File: config.mk
export PLATFORM = sky130hd
export DESIGN_NAME = adc_cfg_sequencer
export DESIGN_NICKNAME = d
export VERILOG_FILES = /design/src/rtl/adc_cfg_sequencer.sv
export SDC_FILE = /design/constraint.sdc
export NUM_CORES = 1
export LEC_CHECK = 0
export ABC_AREA = 1
export CAP_MARGIN = 20
export CORE_MARGIN = 8
export CORE_UTILIZATION = 50
export CTS_CLUSTER_DIAMETER = 60
export DETAILED_ROUTE_END_ITERATION = 12
export GPL_TIMING_DRIVEN = 0
export PLACE_DENSITY = 0.76
export SYNTH_ARGS = -nofsm -noshare
export SYNTH_HDL_FRONTEND = slang
export SYNTH_SLANG_ARGS = --single-unit
File: constraint.sdc
create_clock -name clk -period 5 [get_ports clk]
set_clock_uncertainty 0.1 [all_clocks]
set_input_delay 1.25 -clock clk [delete_from_list [all_inputs] [get_ports clk]]
set_output_delay 1.25 -clock clk [all_outputs]
set_load 0.01 [all_outputs]
File: src/rtl/adc_cfg_sequencer.sv
// Control-register programming engine for the ADC serial port: shifts NUM_REGS
// 16-bit write words out on SDI/SDIFS, then optionally reads each one back over SDO/SDOFS.
module adc_cfg_sequencer #(
  parameter int         NUM_REGS      = 8,
  parameter logic [2:0] DEV_ADDR      = 3'b000,
  parameter int         GAP_SCLKS     = 2,
  parameter int         TIMEOUT_SCLKS = 64
) (
  input  logic                  clk,
  input  logic                  rst,
  input  logic                  start,
  input  logic                  verify,
  input  logic [8*NUM_REGS-1:0] cfg_data,
  output logic                  busy,
  output logic                  done,
  output logic                  err,
  output logic [NUM_REGS-1:0]   mismatch,
  input  logic                  SCLK,
  input  logic                  SDOFS,
  input  logic                  SDO,
  output logic                  SDIFS,
  output logic                  SDI,
  output logic                  SE
);

  localparam logic [2:0] ST_IDLE    = 3'd0;
  localparam logic [2:0] ST_LOAD    = 3'd1;
  localparam logic [2:0] ST_SHIFT   = 3'd2;
  localparam logic [2:0] ST_GAP     = 3'd3;
  localparam logic [2:0] ST_RD_WAIT = 3'd4;
  localparam logic [2:0] ST_RD_CAP  = 3'd5;
  localparam logic [2:0] ST_FINISH  = 3'd6;

  localparam int GW = $clog2(GAP_SCLKS + 1);
  localparam int TW = $clog2(TIMEOUT_SCLKS + 1);
  localparam logic [GW-1:0] GAP_LAST = GW'(GAP_SCLKS - 1);
  localparam logic [TW-1:0] TO_LAST  = TW'(TIMEOUT_SCLKS - 1);

  logic [2:0]            state_reg;
  logic [2:0]            idx_reg;
  logic [8*NUM_REGS-1:0] bytes_reg;
  logic                  verify_reg;
  logic                  rd_pass_reg;
  logic [14:0]           word_reg;
  logic [3:0]            bit_cnt_reg;
  logic [GW-1:0]         gap_cnt_reg;
  logic [TW-1:0]         to_cnt_reg;
  logic [9:0]            cap_reg;
  logic [3:0]            cap_cnt_reg;

  logic [1:0] sclk_sync_reg;
  logic [1:0] sdofs_sync_reg;
  logic [1:0] sdo_sync_reg;
  logic       sclk_prev_reg;

  logic                sclk_s, sdofs_s, sdo_s;
  logic                sclk_rise, sclk_fall;
  logic [7:0]          byte_arr [8];
  logic [NUM_REGS-1:0] idx_onehot;
  logic [7:0]          cur_byte;
  logic [15:0]         tx_word;
  logic [10:0]         cap_full;
  logic                last_idx, next_frame, rd_ok;

  assign sclk_s    = sclk_sync_reg[1];
  assign sdofs_s   = sdofs_sync_reg[1];
  assign sdo_s     = sdo_sync_reg[1];
  assign sclk_rise = sclk_s & ~sclk_prev_reg;
  assign sclk_fall = ~sclk_s & sclk_prev_reg;

  // Unused byte slots read as zero so idx can always index a full 8-entry table.
  for (genvar gi = 0; gi < 8; gi++) begin : g_bytes
    if (gi < NUM_REGS) begin : g_used
      assign byte_arr[gi] = bytes_reg[8*gi +: 8];
    end else begin : g_unused
      assign byte_arr[gi] = 8'h00;
    end
  end

  for (genvar gi = 0; gi < NUM_REGS; gi++) begin : g_onehot
    assign idx_onehot[gi] = (idx_reg == 3'(gi));
  end

  assign cur_byte   = byte_arr[idx_reg];
  assign tx_word    = rd_pass_reg ? {2'b11, DEV_ADDR, idx_reg, 8'h00}
                                  : {2'b10, DEV_ADDR, idx_reg, cur_byte};
  assign cap_full   = {cap_reg, sdo_s};
  assign last_idx   = (idx_reg == 3'(NUM_REGS - 1));
  assign next_frame = ~rd_pass_reg & (~last_idx | verify_reg);
  assign rd_ok      = (cap_full[10:8] == idx_reg) && (cap_full[7:0] == cur_byte);
  assign SE         = busy;

  always_ff @(posedge clk or posedge rst) begin
    if (rst) begin
      state_reg      <= ST_IDLE;
      idx_reg        <= 3'd0;
      bytes_reg      <= '0;
      verify_reg     <= 1'b0;
      rd_pass_reg    <= 1'b0;
      word_reg       <= '0;
      bit_cnt_reg    <= 4'd0;
      gap_cnt_reg    <= '0;
      to_cnt_reg     <= '0;
      cap_reg        <= '0;
      cap_cnt_reg    <= 4'd0;
      sclk_sync_reg  <= 2'b00;
      sdofs_sync_reg <= 2'b00;
      sdo_sync_reg   <= 2'b00;
      sclk_prev_reg  <= 1'b0;
      busy           <= 1'b0;
      done           <= 1'b0;
      err            <= 1'b0;
      mismatch       <= '0;
      SDIFS          <= 1'b0;
      SDI            <= 1'b0;
    end else begin
      sclk_sync_reg  <= {sclk_sync_reg[0], SCLK};
      sdofs_sync_reg <= {sdofs_sync_reg[0], SDOFS};
      sdo_sync_reg   <= {sdo_sync_reg[0], SDO};
      sclk_prev_reg  <= sclk_s;
      done           <= 1'b0;

      case (state_reg)
        ST_IDLE: begin
          if (start) begin
            bytes_reg   <= cfg_data;
            verify_reg  <= verify;
            rd_pass_reg <= 1'b0;
            idx_reg     <= 3'd0;
            err         <= 1'b0;
            mismatch    <= '0;
            busy        <= 1'b1;
            state_reg   <= ST_LOAD;
          end
        end

        ST_LOAD: begin
          if (sclk_rise) begin
            SDIFS       <= 1'b1;
            SDI         <= tx_word[15];
            word_reg    <= tx_word[14:0];
            bit_cnt_reg <= 4'd15;
            state_reg   <= ST_SHIFT;
          end
        end

        ST_SHIFT: begin
          if (sclk_rise) begin
            SDIFS <= 1'b0;
            if (bit_cnt_reg != 4'd0) begin
              SDI         <= word_reg[14];
              word_reg    <= {word_reg[13:0], 1'b0};
              bit_cnt_reg <= bit_cnt_reg - 4'd1;
            end else begin
              SDI         <= 1'b0;
              gap_cnt_reg <= '0;
              state_reg   <= ST_GAP;
            end
          end
        end

        // The rise that ends a frame is the first idle period; a following frame
        // leaves one rise early because LOAD itself waits for the next rise.
        ST_GAP: begin
          if (next_frame && gap_cnt_reg == GAP_LAST) begin
            if (last_idx) begin
              idx_reg     <= 3'd0;
              rd_pass_reg <= 1'b1;
            end else begin
              idx_reg <= idx_reg + 3'd1;
            end
            state_reg <= ST_LOAD;
          end else if (sclk_rise) begin
            if (!next_frame && gap_cnt_reg == GAP_LAST) begin
              to_cnt_reg <= '0;
              state_reg  <= rd_pass_reg ? ST_RD_WAIT : ST_FINISH;
            end else begin
              gap_cnt_reg <= gap_cnt_reg + GW'(1);
            end
          end
        end

        ST_RD_WAIT: begin
          if (sclk_fall && sdofs_s) begin
            cap_reg     <= {9'd0, sdo_s};
            cap_cnt_reg <= 4'd15;
            state_reg   <= ST_RD_CAP;
          end else if (sclk_rise) begin
            if (to_cnt_reg == TO_LAST) begin
              mismatch <= mismatch | idx_onehot;
              err      <= 1'b1;
              if (last_idx) begin
                state_reg <= ST_FINISH;
              end else begin
                idx_reg   <= idx_reg + 3'd1;
                state_reg <= ST_LOAD;
              end
            end else begin
              to_cnt_reg <= to_cnt_reg + TW'(1);
            end
          end
        end

        ST_RD_CAP: begin
          if (sclk_fall) begin
            cap_reg     <= cap_full[9:0];
            cap_cnt_reg <= cap_cnt_reg - 4'd1;
            if (cap_cnt_reg == 4'd1) begin
              if (!rd_ok) begin
                mismatch <= mismatch | idx_onehot;
                err      <= 1'b1;
              end
              if (last_idx) begin
                state_reg <= ST_FINISH;
              end else begin
                idx_reg   <= idx_reg + 3'd1;
                state_reg <= ST_LOAD;
              end
            end
          end
        end

        ST_FINISH: begin
          done      <= 1'b1;
          busy      <= 1'b0;
          state_reg <= ST_IDLE;
        end

        default: state_reg <= ST_IDLE;
      endcase
    end
  end

endmodule
Word-level counts from Yosys, hierarchy flattened
Cells that the tools add are included.
{"block": "word_totals", "regBits": 134, "in_bits": 71, "wordCells": 190}
{"block": "op_classes", "addsub": 5, "bitwise_logic": 10, "mux": 85, "eq_ne": 41, "reduce_logical": 27, "order_cmp": 1}
{"operator": "$mux 8", "count": 9}
{"operator": "$mux 3", "count": 22}
{"operator": "$mux 15", "count": 4}
{"operator": "$mux 7", "count": 6}
{"operator": "$ne 2x2->1 const B", "count": 19}
{"operator": "$pmux 15 s2", "count": 1}
{"operator": "$bmux 8 s3", "count": 1}
{"operator": "$pmux 8 s3", "count": 1}
{"operator": "$eq 3x3->1 const B", "count": 7}
{"operator": "$mux 10", "count": 2}
{"operator": "$mux 4", "count": 5}
{"operator": "$pmux 10 s2", "count": 1}
{"operator": "$pmux 3 s6", "count": 1}
{"operator": "$mux 1", "count": 16}
{"operator": "$pmux 4 s2", "count": 2}
{"operator": "$reduce_and 8->1", "count": 2}
{"operator": "$pmux 7 s2", "count": 1}
{"operator": "$eq 3x2->1 const B", "count": 4}
{"operator": "$mux 2", "count": 6}
{"operator": "$ne 3x3->1 const B", "count": 4}
{"operator": "$pmux 3 s4", "count": 1}
{"operator": "$reduce_bool 2->1", "count": 6}
{"operator": "$reduce_and 10->1", "count": 1}
{"operator": "$eq 8x8->1", "count": 1}
{"operator": "other kinds (28)", "count": 46}

Logic depth before layout (Yosys ltp)
{"block": "depth", "depth_word": 10, "ltp_mapped": 15, "mapped_depth_nobuf": 13}

Worst setup path before layout
No wires, ideal clock.
{"block": "synth_path", "kind": "in2reg", "from": "in start", "to": "reg mismatch[3]", "slack_ps": 2758, "stages": 8, "n_path_buf": 0, "required_ps": 4783, "arrival_ps": 2025, "cell_sequence": "nor2_1 > a21oi_1 > nand2_1 > nor3_1 > nand2_1 > o21bai_4 > nand2_1 > nand2_1"}
{"block": "synth_between", "elab_chain_cells": 2}
{"element": "start: declaration", "line_no": "11", "source": "input logic start,"}
{"element": "$ne 2x2->1 (no source line)"}
{"element": "$reduce_and 8->1 (no source line)"}
{"element": "end signal: assignment", "line_no": "190", "source": "mismatch <= mismatch | idx_onehot;"}
{"element": "end signal: assignment", "line_no": "210", "source": "mismatch <= mismatch | idx_onehot;"}
{"element": "end: declaration", "line_no": "17", "source": "output logic [NUM_REGS-1:0] mismatch,"}
No other way between the ends.
A chain may end at the register's enable or synchronous reset.

Final worst setup path
{"block": "layout_path", "from": "in start", "to": "reg bytes_reg[47]"}
{"block": "layout_between", "elab_chain_cells": 1}
{"element": "$reduce_and 2->1 (no source line)"}
{"element": "end signal: assignment", "line_no": "126", "source": "bytes_reg <= cfg_data;"}
{"element": "end: declaration", "line_no": "41", "source": "logic [8*NUM_REGS-1:0] bytes_reg;"}
No other way between the ends.

==> summary.txt <==
Placed Area: 7680 sq um
First-pass GRT wire length: 27290 um
Largest net degree at the start of global routing: 91
DRT met1 WL: 7378 um
Grt ovf: 0
Routed length per placed instance: 14.74 um
Drt via density: 5.193
Std-Cell Rows: 42
# fillers: 1156
Area leader, netlist: dfrtp_1
Top routing layer in use: met4
Slew margin rel.: 0.6731
CTS tree: yes
Placed cells: 1085
WP data required: 5.21 ns
Worst-path clk slew: 0.06 ns
Die span in x: 130.8 um
Syn Nets: 907
Slew @ Worst Pin: 0.4904 ns
Status: finished clean
Max Cap Violations: 0
Total die area: 17100 sq um
Seq/Total Area, Yosys: 0.5091
CP endpoint kind: flop
WL met2: 7609 um
Reg2Reg Setup Slack: 2.61 ns
Synth-to-Final Area Change: 26.10%
EDFF count, synth: 0
VDD IR-drop max: 387.3 uV
Syn Area/Cell: 7.993 sq um
CP Launch Type: input port
Asr flop ratio synth: 1.000
Initial DRC count: 578
Root Buffer: clkbuf_16
Yosys warning count: 0
Setup violations, final: 0
Post-synthesis simple-gate area fraction: 0.2563
RSZ-0062 raised after global routing: no
DRC: 0
1st-pass router iterations: 6
Hold Fails Final Rpt: 0
Cts hold-fix bufs: 0
Crit path max fanout: 10
Htree depth: 4
Starting Density: 0.5054
Port Buf Inserts: 84
Via count: 5801
Synth Area in Compound Gates: 0.1178
Worst EP arrival: 3.11 ns
Synthesized area: 6586 sq um
Place WS: 1.626 ns
Initial antenna violation count: 0
Post-DRT Antenna Nets: 0
Hold Crit Class: reg2reg
Synth Flop Type: dfrtp_1
FF+latch count, synth: 134
Synthesized instance count: 824
# nets final: 1011
Clk_lat worst skew: 0.42 ns
Min Tclk post-route: 2.905 ns
Max reg flops: 64
Fin crit share: 0.5811
Synth cell types: 37
Top cells by count, synth: nand2_1 (251), dfrtp_1 (134), inv_1 (97), o21ai_0 (69)
Setup ws final: 2.095 ns
Leakage power: 4.021 nW
Cell area after layout: 8305 sq um
Clock tree buffer depth: 2
Inserted Diodes: 0
Post-CTS sizing: 0
Pins Over Slew Limit: 0
Max Fclk: 344.2 MHz
Metal3 WL: 1055 um
Core area: 13030 sq um
Most common cell in the netlist: nand2_1
Post-synthesis mux area share: 0
Total GRT Usage: 0.2058
Largest cells by area after synthesis: dfrtp_1 (51%), nand2_1 (14%), inv_1 (5.5%), o21ai_0 (5.2%), nand3_1 (4.5%)
IO Count: 85
Share of cells above drive strength 1: 0.08502
Critical path type: in2reg
Detailed placement HPWL: 11820 um
Vias in the first global route: 5662
Pwr Density: 566.4 nW/um^2
Xor and xnor area share after synthesis: 0.002660
Die H: 130.8 um
Number of CTS-inserted buffers: 17
Final Util: 0.6373
Largest family of logic cells by synthesized area: simple AND/OR/NAND/NOR gates
Overall routed net length: 16470 um
Clk sink count: 134
Layout Cells excl Fill: 1117
Adder-cell share of the synthesized area: 0.02280
Postcts setup bufs: 0
Post-synth top area share: 0.5091
Placer Congestion: 0.9044
Total power: 0.004704 W
-- kinds of logic (layout without fill, tap and decap cells) --
family / count (synthesis) / after routing
flip-flops: 134 / 134
AO/OA/AOI/OAI: 135 / 135
AND/OR/NAND/NOR: 403 / 403
XOR/XNOR: 2 / 2
buffers and inverters: 138 / 255
adder cells (fa/ha/maj): 12 / 12
-- stage by stage --
stage	hold WS, ns	setup TNS, ns
6_report	0.2448	0
5_1_grt	0.2516	0
4_1_cts	0.2463	0
3_5_place_dp	0.2347	0
3_3_place_gp	0.2322	-247.08
2_1_floorplan	0.2312	0
-- worst max-delay path: stages --
cell	delay (ns)
clkdlybuf4s50_1	0.51
inv_1	0.06
nor2_2	0.39
clkinv_1	0.38
clkbuf_1	0.34
nand2_1	0.13
nand2_1	0.06
-- per-layer routing --
layer / GRT usage / vias up
met1: 0.2704 / 2729
met3: 0.04708 / 39
li1: - / 2842
met4: 0.09251 / 0
met5: 0 / -
met2: 0.3195 / 191
-- cell usage in the layout (no fill, tap or decap), types with 5 or more instances in the layout --
cell	n
clkbuf_16	17
nor2_2	6
inv_1	96
o211ai_1	7
inv_2	6
a21oi_1	26
o22ai_1	12
nor3_1	8
o21ai_0	69
nand2_1	251
nand3_1	59
nand3_2	5
o221ai_1	5
clkdlybuf4s50_1	84
dfrtp_1	134
buf_2	12
clkbuf_1	11
nor2_1	59
buf_6	7
ha_1	12
o21ai_1	6
-- worst paths after layout --
| path | startpoint | end | cells past startpoint |
|---|---|---|---|
| setup / recovery | start | bytes_reg[47] | 7 |
| min in group asynchronous | rst | bytes_reg[54] | 2 |
| max in group asynchronous | rst | gap_cnt_reg[1] | 3 |
| hold / removal | sdofs_sync_reg[0] | sdofs_sync_reg[1] | 0 |
| hold reg to reg | sdofs_sync_reg[0] | sdofs_sync_reg[1] | 0 |
| setup reg to reg | idx_reg[1] | idx_reg[2] | 9 |
-- power breakdown --
group,total [W],switching (W),internal (W)
Clock,0.00132,0.000453,0.000870
Combinational,0.00174,0.00112,0.000628
Sequential,0.00164,0.000174,0.00146
Total,0.00470,0.00174,0.00296
-- area by class of cell --
| class | count | area [sq um] | area share |
|---|---|---|---|
| Sequential cell | 134 | 3353 | 0.4037 |
| Multi-Input combinational cell | 552 | 2631 | 0.3168 |
| Tap cell | 176 | 220.2 | 0.02651 |
| Clock buffer | 23 | 478.0 | 0.05755 |
| Timing Repair Buffer | 85 | 868.3 | 0.1045 |
| Inverter | 108 | 415.4 | 0.05001 |
| Clock inverter | 9 | 147.6 | 0.01778 |
| Buffer | 30 | 191.4 | 0.02305 |
Note: power is estimated with default switching activity, not from simulation.
